**config.mk**
```make
export PLATFORM = sky130hd
export DESIGN_NAME = serial_tx_piso
export DESIGN_NICKNAME = d
export VERILOG_FILES = /design/src/rtl/serial_pkg.sv /design/src/rtl/bit_counter.sv /design/src/rtl/serial_tx_piso.sv
export SDC_FILE = /design/constraint.sdc
export NUM_CORES = 1
export LEC_CHECK = 0
export BUFFER_PORTS_ARGS = -buffer_cell sky130_fd_sc_hd__buf_2
export CORE_MARGIN = 10
export CORE_UTILIZATION = 28
export CTS_CLUSTER_DIAMETER = 30
export DETAILED_ROUTE_END_ITERATION = 7
export SLEW_MARGIN = 10
export SYNTH_ARGS = -nofsm -noshare
export SYNTH_HDL_FRONTEND = slang
export SYNTH_HIERARCHICAL = 1
export SYNTH_SLANG_ARGS = --single-unit
```
**constraint.sdc**
```tcl
create_clock -name clk -period 2.4 [get_ports clk]
set_input_delay 0.48 -clock clk [delete_from_list [all_inputs] [get_ports clk]]
set_output_delay 0.48 -clock clk [all_outputs]
set_load 0.01 [all_outputs]
```
**src/rtl/serial_pkg.sv**
```systemverilog
// Shared definitions for the serial transmit/receive pair.
package serial_pkg;

    localparam int SERIAL_WIDTH = 8;

    typedef enum logic {
        IDLE  = 1'b0,
        SHIFT = 1'b1
    } ser_state_t;

endpackage

```
**src/rtl/bit_counter.sv**
```systemverilog
// Modulo-WIDTH up-counter with synchronous clear and terminal-count flag.
module bit_counter #(
    parameter int WIDTH = 8
) (
    input  logic                     clk,
    input  logic                     rst_n,
    input  logic                     clr,
    input  logic                     en,
    output logic [$clog2(WIDTH)-1:0] cnt,
    output logic                     tc
);

    localparam int CW = $clog2(WIDTH);
    localparam logic [CW-1:0] LAST = CW'(WIDTH - 1);

    always_ff @(posedge clk or negedge rst_n) begin
        if (!rst_n) begin
            cnt <= '0;
        end else if (clr) begin
            cnt <= '0;
        end else if (en) begin
            cnt <= (cnt == LAST) ? '0 : cnt + 1'b1;
        end
    end

    assign tc = (cnt == LAST);

endmodule

```
**src/rtl/serial_tx_piso.sv**
```systemverilog
// Parallel-in serial-out transmitter: shifts a WIDTH-bit word out MSB first,
// chaining frames back-to-back when a new word is offered on the last bit.
module serial_tx_piso
    import serial_pkg::*;
#(
    parameter int WIDTH = SERIAL_WIDTH
) (
    input  logic             clk,
    input  logic             rst_n,
    input  logic [WIDTH-1:0] din,
    input  logic             din_valid,
    output logic             din_ready,
    output logic             sout,
    output logic             sout_valid,
    output logic             sout_last
);

    localparam int CW = $clog2(WIDTH);

    ser_state_t       state;
    ser_state_t       next_state;
    logic [WIDTH-1:0] shreg;
    logic [CW-1:0]    cnt;
    logic             tc;
    logic             accept;

    // Handshake: a word transfers on a rising edge where din_valid and
    // din_ready are both high; din_ready depends on registered state only.
    assign accept = din_valid && din_ready;

    always_ff @(posedge clk or negedge rst_n) begin
        if (!rst_n) begin
            state <= IDLE;
        end else begin
            state <= next_state;
        end
    end

    always_comb begin
        next_state = state;
        case (state)
            IDLE:    if (accept) next_state = SHIFT;
            SHIFT:   if (tc && !accept) next_state = IDLE;
            default: next_state = IDLE;
        endcase
    end

    always_comb begin
        din_ready  = 1'b0;
        sout       = 1'b0;
        sout_valid = 1'b0;
        sout_last  = 1'b0;
        case (state)
            IDLE: begin
                din_ready = 1'b1;
            end
            SHIFT: begin
                din_ready  = tc;
                sout       = shreg[WIDTH-1];
                sout_valid = 1'b1;
                sout_last  = tc;
            end
            default: begin
                din_ready = 1'b0;
            end
        endcase
    end

    always_ff @(posedge clk or negedge rst_n) begin
        if (!rst_n) begin
            shreg <= '0;
        end else if (accept) begin
            shreg <= din;
        end else if (state == SHIFT) begin
            shreg <= {shreg[WIDTH-2:0], 1'b0};
        end
    end

    // Clearing on accept restarts a chained frame; plain wrap handles the return to IDLE.
    bit_counter #(
        .WIDTH (WIDTH)
    ) u_bit_counter (
        .clk   (clk),
        .rst_n (rst_n),
        .clr   (accept),
        .en    (state == SHIFT),
        .cnt   (cnt),
        .tc    (tc)
    );

endmodule

```
==> results list, run 1 <==
- CP Class: flip-flop to primary output
* Post-synth cell types: 17
* Aggregate global routing overflow: 0
* Max-slew headroom: 0.751
* Maximum level of the CTS H-tree: 1
* Library cell occupying the most area in the post-synthesis netlist: sky130_fd_sc_hd__dfrtp_1
- Startpoint of the worst register-to-register path: u_bit_counter/cnt[0]
- Power spread over the standard cell area amounts to 1000 mW/mm².
* NumNets Final: 92
- Across the run, the number of max-cap violations was 0.
- For this run, design rule violations remaining after detail routing come to 0.
* Internal power: 0.514 mW
- After legalization and detailed placement, the total HPWL measured 1070 µm.
- Most frequent standard cell in the layout excluding fill and tap cells: sky130_fd_sc_hd__buf_2
* Fmax: 0.488 GHz
- The floorplan has 17 rows.
- Delay contributed by the slowest stage of the critical path: 0.40 ns
- Final ANT Viol Nets: 0
- Final cell area excluding filler cells: 779 µm²
* Commonest cells after routing, fill and taps aside: sky130_fd_sc_hd__buf_2 (14), sky130_fd_sc_hd__dfrtp_1 (12), sky130_fd_sc_hd__mux2i_1 (9), sky130_fd_sc_hd__o21ai_1 (8)
- Worst-case reg-to-reg path depth: 6
* Final antenna diode count: 0
- Register cell area after layout: 300 µm²
- Leakage power summed over all cells: 0.403 nW
- The slowest stage of the critical path belongs to the cell sky130_fd_sc_hd__dfrtp_1.
* Number of cells upsized or downsized after cts: 0
* Core ar.: 0.00225 mm²
- Startpoint types: flip-flop
- 15 I/O pins were placed.
- Of the total power, combinational logic draws 0.371.
- Fill cell total of the finished layout: 243
- Largest delay share family, worst path: adder cells
- The share of total power dissipated in sequential elements is 0.421.
- Wire length of the first global-routing pass: 2430 µm
* Post-place instance area: 743 µm²
* Wirelength per Cell: 13.4 µm
* Die boundary width: 69.2 µm
* Number of slew-limit violations in the final report: 0
- The worst hold path belongs to the class primary input to asynchronous set/reset pin.
- TritonCTS Sinks: 12
- Number of buffers added on ports: 14
* Final number of setup-violating endpoints: 0
- The smallest clock period supported by the final layout is computed as 2.05 ns.
* Pin count of the biggest net entering global routing: 20
- Of the cells placed in the final design, the portion with a size suffix greater than 1 is 0.269.
- Asr flop ratio synth: 1.00
* Cell count after placement: 102
- VDD IR max: 335 µV
- Multi-input gate area: 330 µm²
- Counting flops with a built-in enable in the synthesized netlist gives 0.
- The number of clock buffers added by TritonCTS is 3.
- Of the total power, the share spent switching nets is 0.342.
- Clock-pin slew on the worst setup and hold paths: 0.08 ns
* WP data required: 1.92 ns
- Outcome: complete, no violations
- Using the TritonRoute via totals, the vias-per-cell ratio works out to 4.91.
- Worst path most repeated cell: sky130_fd_sc_hd__ha_1
- Endpoints failing hold: 0
- Cells along the critical path: ha_1 -> ha_1 -> nand2b_1 -> buf_2
- Netlist area before placement: 677 µm²
- Number of detailed-route iterations in the first pass: 4
- Dominant cells by area after synthesis: sky130_fd_sc_hd__dfrtp_1 (44%), sky130_fd_sc_hd__mux2i_1 (13%), sky130_fd_sc_hd__a31oi_1 (6.5%)
* Final core utilization: 0.346
* Cell at the root of the clock tree: sky130_fd_sc_hd__clkbuf_4
- The via count of the first global-routing pass came to 536.
- Psw: 0.267 mW
- For this configuration, the core starts out at a cell density of 0.300.
* #FFs+latches synth: 12
* Buf+Inv Stages, Crit Path: 1
- In the global route stage, overall resource usage came out at 0.0589.
- The later pin in the worst-skew pair is clocked with a latency of 0.27 ns.
- Synth warnings: 6
- Kind of end point of the critical path: primary output
- Die area: 0.00478 mm²
* Sequential-to-total area share from yosys stat: 0.444
- Adding up every negative setup slack in the final design gives 0 ns.
* Clock tree from TritonCTS: yes
- Number of logic stages on the critical path including buffering: 4
- Mapped Nets: 77
- STA puts the critical path data arrival time at 1.57 ns.
* Post-route non-filler standard cell count: 106
* Vertical die dimension: 69.2 µm
* Worst setup skew after layout: 0.00334 ns
- The share of total power dissipated in the clock network is 0.207.
- Transition time at the pin with the least slew margin: 0.374 ns
- Final WL: 1420 µm
- Overall power of the completed layout: 0.780 mW
- Gate count of the mapped netlist: 64
- The share of synthesized area in the top cell type comes to 0.444.
- Setup repair after global routing left no endpoint under its margin.
- Number of buffers inserted by post-CTS setup repair: 0
- The detailed router finished its first iteration with 41 violations.
* Endpoint of the worst register-to-register path: u_bit_counter/cnt[1]
- The detailed router placed 520 vias in this run.
* FF-to-FF setup slack: 0.67 ns
* Antenna violations before repair: 0
* Largest buffer count on any clock path: 2
- Average instance area after synthesis: 10.6 µm²
* Synthesis-to-layout area growth: 15.2%
- Routability-driven placement finished with a final weighted congestion of 0.700.
- In the finished design, the share of the clock period the worst path needs comes to 0.853.
- Of all nets on the critical path, the largest fanout is 13.
- Post-CTS Hold Fix Bufs: 0
- Main flop type after synthesis: sky130_fd_sc_hd__dfrtp_1
-- state kept, by name, indices dropped and copies added (netlist names) --
register and count:
shreg 8, u_bit_counter/cnt 3, state 1
-- power by group through the flow --
stage               clock network [mW]  registers (mW)  logic [mW]
floorplan                            0           0.317       0.230
global placement                     0           0.329       0.284
detailed placement                   0           0.332       0.296
CTS                              0.167           0.329       0.295
global route                     0.176           0.341       0.334
finish                           0.162           0.329       0.290
-- how the worst max path moves through the flow --
stage / endpoint / from / slack [ns]
finish: din_ready / u_bit_counter/cnt[0] / 0.35
global route: din_ready / u_bit_counter/cnt[0] / 0.25
CTS: din_ready / u_bit_counter/cnt[0] / 0.33
detailed placement: din_ready / u_bit_counter/cnt[0] / 0.64
global placement: din_ready / u_bit_counter/cnt[0] / 0.68
floorplan: sout_last / u_bit_counter/cnt[0] / 0.85
-- layer usage --
layer / vias to the layer above / track usage / wire (µm)
li1: 263 / - / -
met1: 244 / 0.0747 / 673
met2: 11 / 0.0847 / 671
met3: 2 / 0.0143 / 46
met4: 0 / 0.0399 / 27
met5: - / 0 / 0
-- Yosys cell counts (2+ instances only) --
cell / count
sky130_fd_sc_hd__a31oi_1: 7
sky130_fd_sc_hd__nand2b_1: 3
sky130_fd_sc_hd__o21ai_1: 8
sky130_fd_sc_hd__and3_1: 7
sky130_fd_sc_hd__and2_1: 3
sky130_fd_sc_hd__nor2_1: 3
sky130_fd_sc_hd__mux2i_1: 9
sky130_fd_sc_hd__dfrtp_1: 12
sky130_fd_sc_hd__ha_1: 2
sky130_fd_sc_hd__buf_2: 3
-- cell type report --
class,count,share of cell area
Clock buffer,4,0.0465
Multi-Input combinational cell,47,0.424
Sequential cell,12,0.385
Tap cell,28,0.0449
Timing Repair Buffer,15,0.0995
-- stage by stage --
step	hold slack (ns)	worst slack, ns
3_5_place_dp	0.377	0.637
5_1_grt	0.0795	0.248
2_1_floorplan	0.184	0.846
4_1_cts	0.0746	0.332
3_3_place_gp	0.373	0.678
6_report	0.0693	0.352
-- kinds of logic (layout without fill, tap and decap cells) --
| logic type | Yosys count | count (layout) | synth area share |
|---|---|---|---|
| adder cells (fa/ha/maj) | 2 | 2 | 0.0370 |
| multiplexers | 9 | 9 | 0.133 |
| AO/OA/AOI/OAI | 17 | 17 | 0.152 |
| AND/OR/NAND/NOR | 19 | 19 | 0.166 |
| buffers and inverters | 5 | 19 | 0.0684 |
| flip-flops | 12 | 12 | 0.444 |
Power figures use the tool's default switching activity.
==> inputs of run 2 (changes only) <==
CELL_PAD_IN_SITES_DETAIL_PLACEMENT = 1   (was default)
CELL_PAD_IN_SITES_GLOBAL_PLACEMENT = 2   (was default)
CORE_UTILIZATION = 34   (was 28)
PLACE_DENSITY_LB_ADDON = 0.1   (was default)
==> run 2 against run 1 <==
  * Combinational power down 3%
  * Fmax shrank 0.88%
  * Sequential cell count is the same
  * Register-to-register slack lost 0.03 ns
  * Critical endpoint unchanged
  * Highest routed layer unchanged
==> results list, run 2 (synthesis gave the netlist of run 1 again) <==
- Count of maximum capacitance violations: 0
- Core ar.: 0.00192 mm²
- Final worst-path cycle share: 0.861
* Aggregate global routing overflow: 0
- In this run, post-CTS repair resized a total of 0 instances.
- Number of top-level pins: 15
- From bottom edge to top edge, the die measures 64.6 µm.
* WP data required: 1.92 ns
- GRT Util Overall: 0.0797
- The final hold violation count was 0.
- Detailed placement HPWL: 1080 µm
- STA classifies the critical path startpoint as a flip-flop.
- Leakage power summed over all cells: 0.403 nW
- In the routed design, unresolved DRC markers number 0.
- Final worst path period need: 2.07 ns
- Die boundary width: 64.6 µm
- IR analysis of the VDD net gives a maximum drop of 448 µV.
* Max-slew headroom: 0.662
- Counting flops per register, the top entry is shreg.
- Setup repair after global routing missed its margin: no
- After clock tree synthesis, the clock-pin slew on the worst setup and hold paths is 0.08 ns.
- The count of buffers added on input and output ports is 14.
- Wire length of the first global-routing pass: 2660 µm
* Registers with the highest flip-flop counts: shreg: 8 flops, u_bit_counter/cnt: 3 flops, state: 1 flops
- Leaving out fill and tap cells, the most frequent cells in the layout are sky130_fd_sc_hd__buf_2 (14), sky130_fd_sc_hd__dfrtp_1 (12), sky130_fd_sc_hd__mux2i_1 (9), sky130_fd_sc_hd__o21ai_1 (8).
- STA classifies the critical path endpoint as a primary output.
- Via count: 522
- Path class of the lowest-slack min-delay path: primary input to asynchronous set/reset pin
* Maximum level of the CTS H-tree: 1
* Startpoint of the worst register-to-register path: u_bit_counter/cnt[0]
- Number of slew-limit violations in the final report: 0
- Critical Path Fanout Max: 13
- Clock tree synthesis inserted a total of 3 buffers.
* TritonCTS Sinks: 12
- Starting DRT DRC Count: 14
- Overall power of the completed layout: 0.779 mW
* Number of buffers inserted by post-CTS setup repair: 0
- Final number of setup-violating endpoints: 0
- The clock reaches the later pin of the worst-skew pair after 0.27 ns.
- Fill cells in the final layout number 238.
- The clock passes through at most 2 buffers.
- Final ANT Viol Nets: 0
- Clock tree from TritonCTS: yes
- Final antenna diode count: 0
* NumNets Final: 92
- Leaving out fill and tap cells, the most frequent cell in the layout is sky130_fd_sc_hd__buf_2.
- On the final layout, the worst clock skew is 0.00504 ns.
* Post-CTS Hold Fix Bufs: 0
* Wirelength per Cell: 14.0 µm
* Final WL: 1470 µm
* Cell row count: 16
- Arrival time at the worst endpoint: 1.59 ns
- In the final layout, the share of cells above drive strength 1 is 0.269.
- Register cell area after layout: 300 µm²
- The floorplan step defined a die boundary enclosing 0.00418 mm².
- Number of detailed-route iterations in the first pass: 3
* Antenna violations before repair: 0
- Initial Utilization: 0.352
- After detailed routing, the number of vias per cell comes to 4.97.
- The register with the most flip-flops in the layout has 8 of them.
- Pin count of the biggest net entering global routing: 20
- RePlAce Congestion: 0.658
* CP Class: flip-flop to primary output
* Synthesis-to-layout area growth: 15.0%
- In this run the worst setup path begins at u_bit_counter/cnt[0].
- Summing all multi-input logic gate instances after layout gives 330 µm².
* Cell at the root of the clock tree: sky130_fd_sc_hd__clkbuf_4
* Fmax: 0.484 GHz
- Setup total negative slack on the finished layout was measured at 0 ns.
- Dividing total power by cell area gives a power density of 1000 mW/mm².
- Outcome: complete, no violations
* Number of global-route vias before repair: 591
- Transition time at the pin with the least slew margin: 0.507 ns
-- run 2: cell counts in the layout (fill, tap and decap cells not counted) --
No cell type changed its count.
-- run 2: metrics by stage --
stage | worst slack, ns | area, µm² | std cells | hold WS (ns) | util
6_report | 0.334 | 778 | 105 | 0.0730 | 0.405
2_1_floorplan | 0.846 | 677 | 64 | 0.184 | -
3_5_place_dp | 0.607 | 742 | 101 | 0.381 | 0.386
5_1_grt | 0.225 | 778 | 105 | 0.0633 | 0.405
3_3_place_gp | 0.654 | 742 | 101 | 0.381 | 0.386
4_1_cts | 0.298 | 778 | 105 | 0.0658 | 0.405
-- run 2: power by group --
group / internal, mW / total, mW / switching [mW]
logic: 0.144 / 0.282 / 0.139
registers: 0.277 / 0.336 / 0.0587
clock network: 0.0922 / 0.161 / 0.0690
-- run 2: area by class of cell --
type,instances,share of cell area
clock buffer,4,0.0466
multi-input combinational,47,0.424
sequential,12,0.386
tap,27,0.0434
timing repair buffer,15,0.0997
-- run 2: path summary, 6_finish.rpt --
kind,to,slack [ns],cells after the start
hold / removal,state,0.07,1
setup / recovery,din_ready,0.33,4
setup reg to reg,u_bit_counter/cnt[1],0.64,6
hold reg to reg,u_bit_counter/cnt[1],0.51,1
max in group asynchronous,u_bit_counter/cnt[0],2.11,1
min in group clk,shreg[0],0.47,3
-- run 2: routing by layer --
| metal | vias up | track usage | part of all wire |
|---|---|---|---|
| li1 | 263 | - | - |
| met1 | 247 | 0.0919 | 0.46 |
| met2 | 10 | 0.122 | 0.48 |
| met3 | 2 | 0.0464 | 0.050 |
| met4 | 0 | 0.0241 | 0.0068 |
| met5 | - | 0 | 0 |
-- run 2: worst max-delay path, cell delays in order, from the launching register on --
cell and delay (ns):
sky130_fd_sc_hd__dfrtp_1 0.40, sky130_fd_sc_hd__ha_1 0.21, sky130_fd_sc_hd__ha_1 0.31, sky130_fd_sc_hd__nand2b_1 0.22, sky130_fd_sc_hd__buf_2 0.17
==> inputs of run 3 (changes only) <==
ABC_AREA = 1   (was default)
CORE_UTILIZATION = 31   (was 34)
PLACE_DENSITY = 0.76   (was default)
PLACE_DENSITY_LB_ADDON = default   (was 0.1)
==> run 3 against run 2 <==
  * Power is 5.8% higher
  * Count of clock-buffer cells in the layout stayed put
  * Final cell count is 21% higher
  * Critical path depth is 1 higher
  * Sequential power hardly changed
  * Clock skew is 0.00053 ns lower
  * Non-clock buffer count is 1 lower
  * Synthesized cell count is 31% higher
  * Critical endpoint unchanged
  * Largest cell class is now registers
  * Largest power group unchanged
==> results list, run 3 <==
- For this run, design rule violations remaining after detail routing come to 0.
- Setup repair after global routing left no endpoint under its margin.
- Startpoint types: flip-flop
- After synthesis the netlist holds a flip-flop and latch count of 12.
- Dividing the final minimum period by the clock period gives 0.827.
* Cell count after placement: 123
- Max-slew headroom: 0.702
- The endpoint identified for the worst register-to-register timing path is u_bit_counter/cnt[2].
- The global routing stage identified its most utilized layer as met2.
* Combinational family with the most area after synthesis: simple AND/OR/NAND/NOR gates
- The startpoint identified for the worst register-to-register timing path is u_bit_counter/cnt[0].
* Die boundary width: 66.5 µm
* Number of buffers added on ports: 14
* Final ANT Viol Nets: 0
- Worst setup skew after layout: 0.00451 ns
- GRT met2 Usage: 0.117
- Fraction of final layout cells with drive strength greater than 1: 0.290
- The portion of synthesized area spent on multiplexers is 0.
- Outcome: complete, no violations
- Initial Utilization: 0.335
- The max-slew violation total from the final report was 0.
- RePlAce Congestion: 0.746
- Ranked by total cell area, the synthesized netlist is headed by sky130_fd_sc_hd__dfrtp_1 (45%), sky130_fd_sc_hd__nand2_1 (15%), sky130_fd_sc_hd__nand3_1 (10%).
- Clock tree synthesis found a total of 12 sinks.
* Final worst path period need: 1.98 ns
- Via count: 556
- Routing usage on met3: 0.0502
- Of the total synthesized cell area, the portion taken by full adders, half adders and majority gates is 0.0373.
* XOR/XNOR Fraction of Synth Area: 0
* Clock tree from TritonCTS: yes
- Final cell area excluding filler cells: 788 µm²
- The tool flagged a number of max-cap violations equal to 0.
* Final antenna diode count: 0
* Library cell occupying the most area in the post-synthesis netlist: sky130_fd_sc_hd__dfrtp_1
- Summing every instance area after synthesis gives 671 µm².
- Mapped Nets: 97
- Number of flip-flops under the largest register name: 8
- Synthesis-to-layout area growth: 17.5%
* Pin count of the biggest net entering global routing: 15
* Leakage power summed over all cells: 0.442 nW
- Final number of setup-violating endpoints: 0
* GRT Util Overall: 0.0800
* Starting DRT DRC Count: 9
- Once the clock tree was built, the setup fixing pass inserted 0 buffers.
- No sink is reached through more buffers than the 2 on the longest clock path.
- Clock network latency to the later pin of the worst-skew pair: 0.27 ns
- Using the TritonRoute via totals, the vias-per-cell ratio works out to 4.38.
- Sequential-to-total area share from yosys stat: 0.448
* Main flop type after synthesis: sky130_fd_sc_hd__dfrtp_1
* Fraction of synthesized cell area taken by the top area cell type: 0.448
- The filler cells instantiated in the layout total 264.
- CP Class: flip-flop to primary output
- Setup slack on the worst reg-to-reg path comes out at 0.77 ns.
- Number of global-route vias before repair: 633
- Detailed placement HPWL: 1180 µm
* Average instance area after synthesis: 7.98 µm²
- The design draws 0.824 mW.
- For this design, the CTS-stage hold fixing added 0 buffers.
- Antenna violations before repair: 0
- NumNets Final: 114
- Wire length of the first global-routing pass: 2810 µm
* Synth warnings: 6
* Wirelength per Cell: 12.1 µm
- The number of cells on the worst reg-to-reg path is 9.
- TritonCTS buffer count: 3
* Registers with the highest flip-flop counts: shreg: 8 flops, u_bit_counter/cnt: 3 flops, state: 1 flops
* Post-route non-filler standard cell count: 127
* Compound-cell area share of the yosys netlist: 0.0131
* Asr flop ratio synth: 1.00
- The worst hold path belongs to the class primary input to asynchronous set/reset pin.
* Setup tns final: 0 ns
- By count the netlist is led by sky130_fd_sc_hd__nand2_1 (27), sky130_fd_sc_hd__nand3_1 (14), sky130_fd_sc_hd__dfrtp_1 (12), sky130_fd_sc_hd__inv_1 (12).
- Arrival time at the worst endpoint: 1.50 ns
* Pwr/cell area: 1050 mW/mm²
* Maximum level of the CTS H-tree: 1
- The cell sitting at the root of the clock tree is a sky130_fd_sc_hd__clkbuf_4.
- After clock tree synthesis, the clock-pin slew on the worst setup and hold paths is 0.08 ns.
- The die covers 0.00442 mm².
- IR analysis of the VDD net gives a maximum drop of 463 µV.
* Register name with the most flops: shreg
- Most frequent standard cell in the layout excluding fill and tap cells: sky130_fd_sc_hd__nand2_1
* Critical Path Fanout Max: 10
- The die is 66.5 µm tall.
- In the layout the commonest cells are sky130_fd_sc_hd__nand2_1 (27), sky130_fd_sc_hd__nand3_1 (14), sky130_fd_sc_hd__buf_2 (14), sky130_fd_sc_hd__inv_1 (12), sky130_fd_sc_hd__dfrtp_1 (12).
- Number of detailed-route iterations in the first pass: 3
- For met1 alone, demand over resource in global routing was 0.0980.
* Final WL: 1540 µm
- The final hold violation count was 0.
* Core ar.: 0.00200 mm²
- For this run, the top clock speed supported by timing is 0.504 GHz.
- Most frequently used cell type in the post-synthesis netlist: sky130_fd_sc_hd__nand2_1
- Launch point of the worst path: u_bit_counter/cnt[0]
* Post-place instance area: 752 µm²
* WP data required: 1.92 ns
- Transition time at the pin with the least slew margin: 0.447 ns
* Aggregate global routing overflow: 0
- The initialized floorplan defines 16 standard-cell rows.
- Number of cells upsized or downsized after cts: 0
- The worst setup path is captured at a primary output.
- In this run, synthesis inferred 0 flip-flops with an integrated enable.
- Hold is met by 0.0705 ns.
* Gate count of the mapped netlist: 84
* Post-synth cell types: 13
- In this run the count of I/O pins placed on the die edge is 15.
- Simple-Gate Fraction of Synth Area: 0.396
[run 3: through the flow]
step / util / setup WS [ns]
6_report: 0.394 / 0.416
5_1_grt: 0.394 / 0.330
4_1_cts: 0.394 / 0.392
3_5_place_dp: 0.376 / 0.720
3_3_place_gp: 0.376 / 0.764
2_1_floorplan: - / 0.944
[run 3: cell families (layout without fill, tap and decap cells)]
| logic type | after synthesis | after routing |
|---|---|---|
| flip-flops | 12 | 12 |
| AND/OR/NAND/NOR | 54 | 54 |
| buffers and inverters | 15 | 31 |
| AO/OA/AOI/OAI | 1 | 1 |
| adder cells (fa/ha/maj) | 2 | 2 |
[run 3: worst max-delay path by stage]
stage	to	slack, ns	cells past startpoint
floorplan	u_bit_counter/cnt[2]	0.94	9
global placement	din_ready	0.76	5
detailed placement	din_ready	0.72	5
CTS	din_ready	0.39	5
global route	din_ready	0.33	5
finish	din_ready	0.42	5
[run 3: critical path, cell delays in order, from the launching register on]
cell,delay [ns]
sky130_fd_sc_hd__dfrtp_1,0.41
sky130_fd_sc_hd__ha_1,0.21
sky130_fd_sc_hd__ha_1,0.22
sky130_fd_sc_hd__inv_1,0.10
sky130_fd_sc_hd__nand2_4,0.10
sky130_fd_sc_hd__buf_2,0.18
[run 3: metal layers]
layer  vias to the layer above  share of wire
li1                        288              -
met1                       254           0.47
met2                        14           0.44
met3                         0          0.090
met4                         0              0
met5                         -              0
[run 3: cell type report]
class	count	area (µm²)	area share
Sequential cell	12	300	0.381
Multi-Input combinational cell	57	299	0.379
Timing Repair Buffer	14	70.1	0.0889
Inverter	13	48.8	0.0619
Clock buffer	4	36.3	0.0460
Tap cell	27	33.8	0.0429
[run 3: where the power goes]
part,leakage (nW),switching [mW],internal (mW)
logic,0.268,0.196,0.131
clock network,0.0210,0.0696,0.0923
registers,0.153,0.0563,0.280
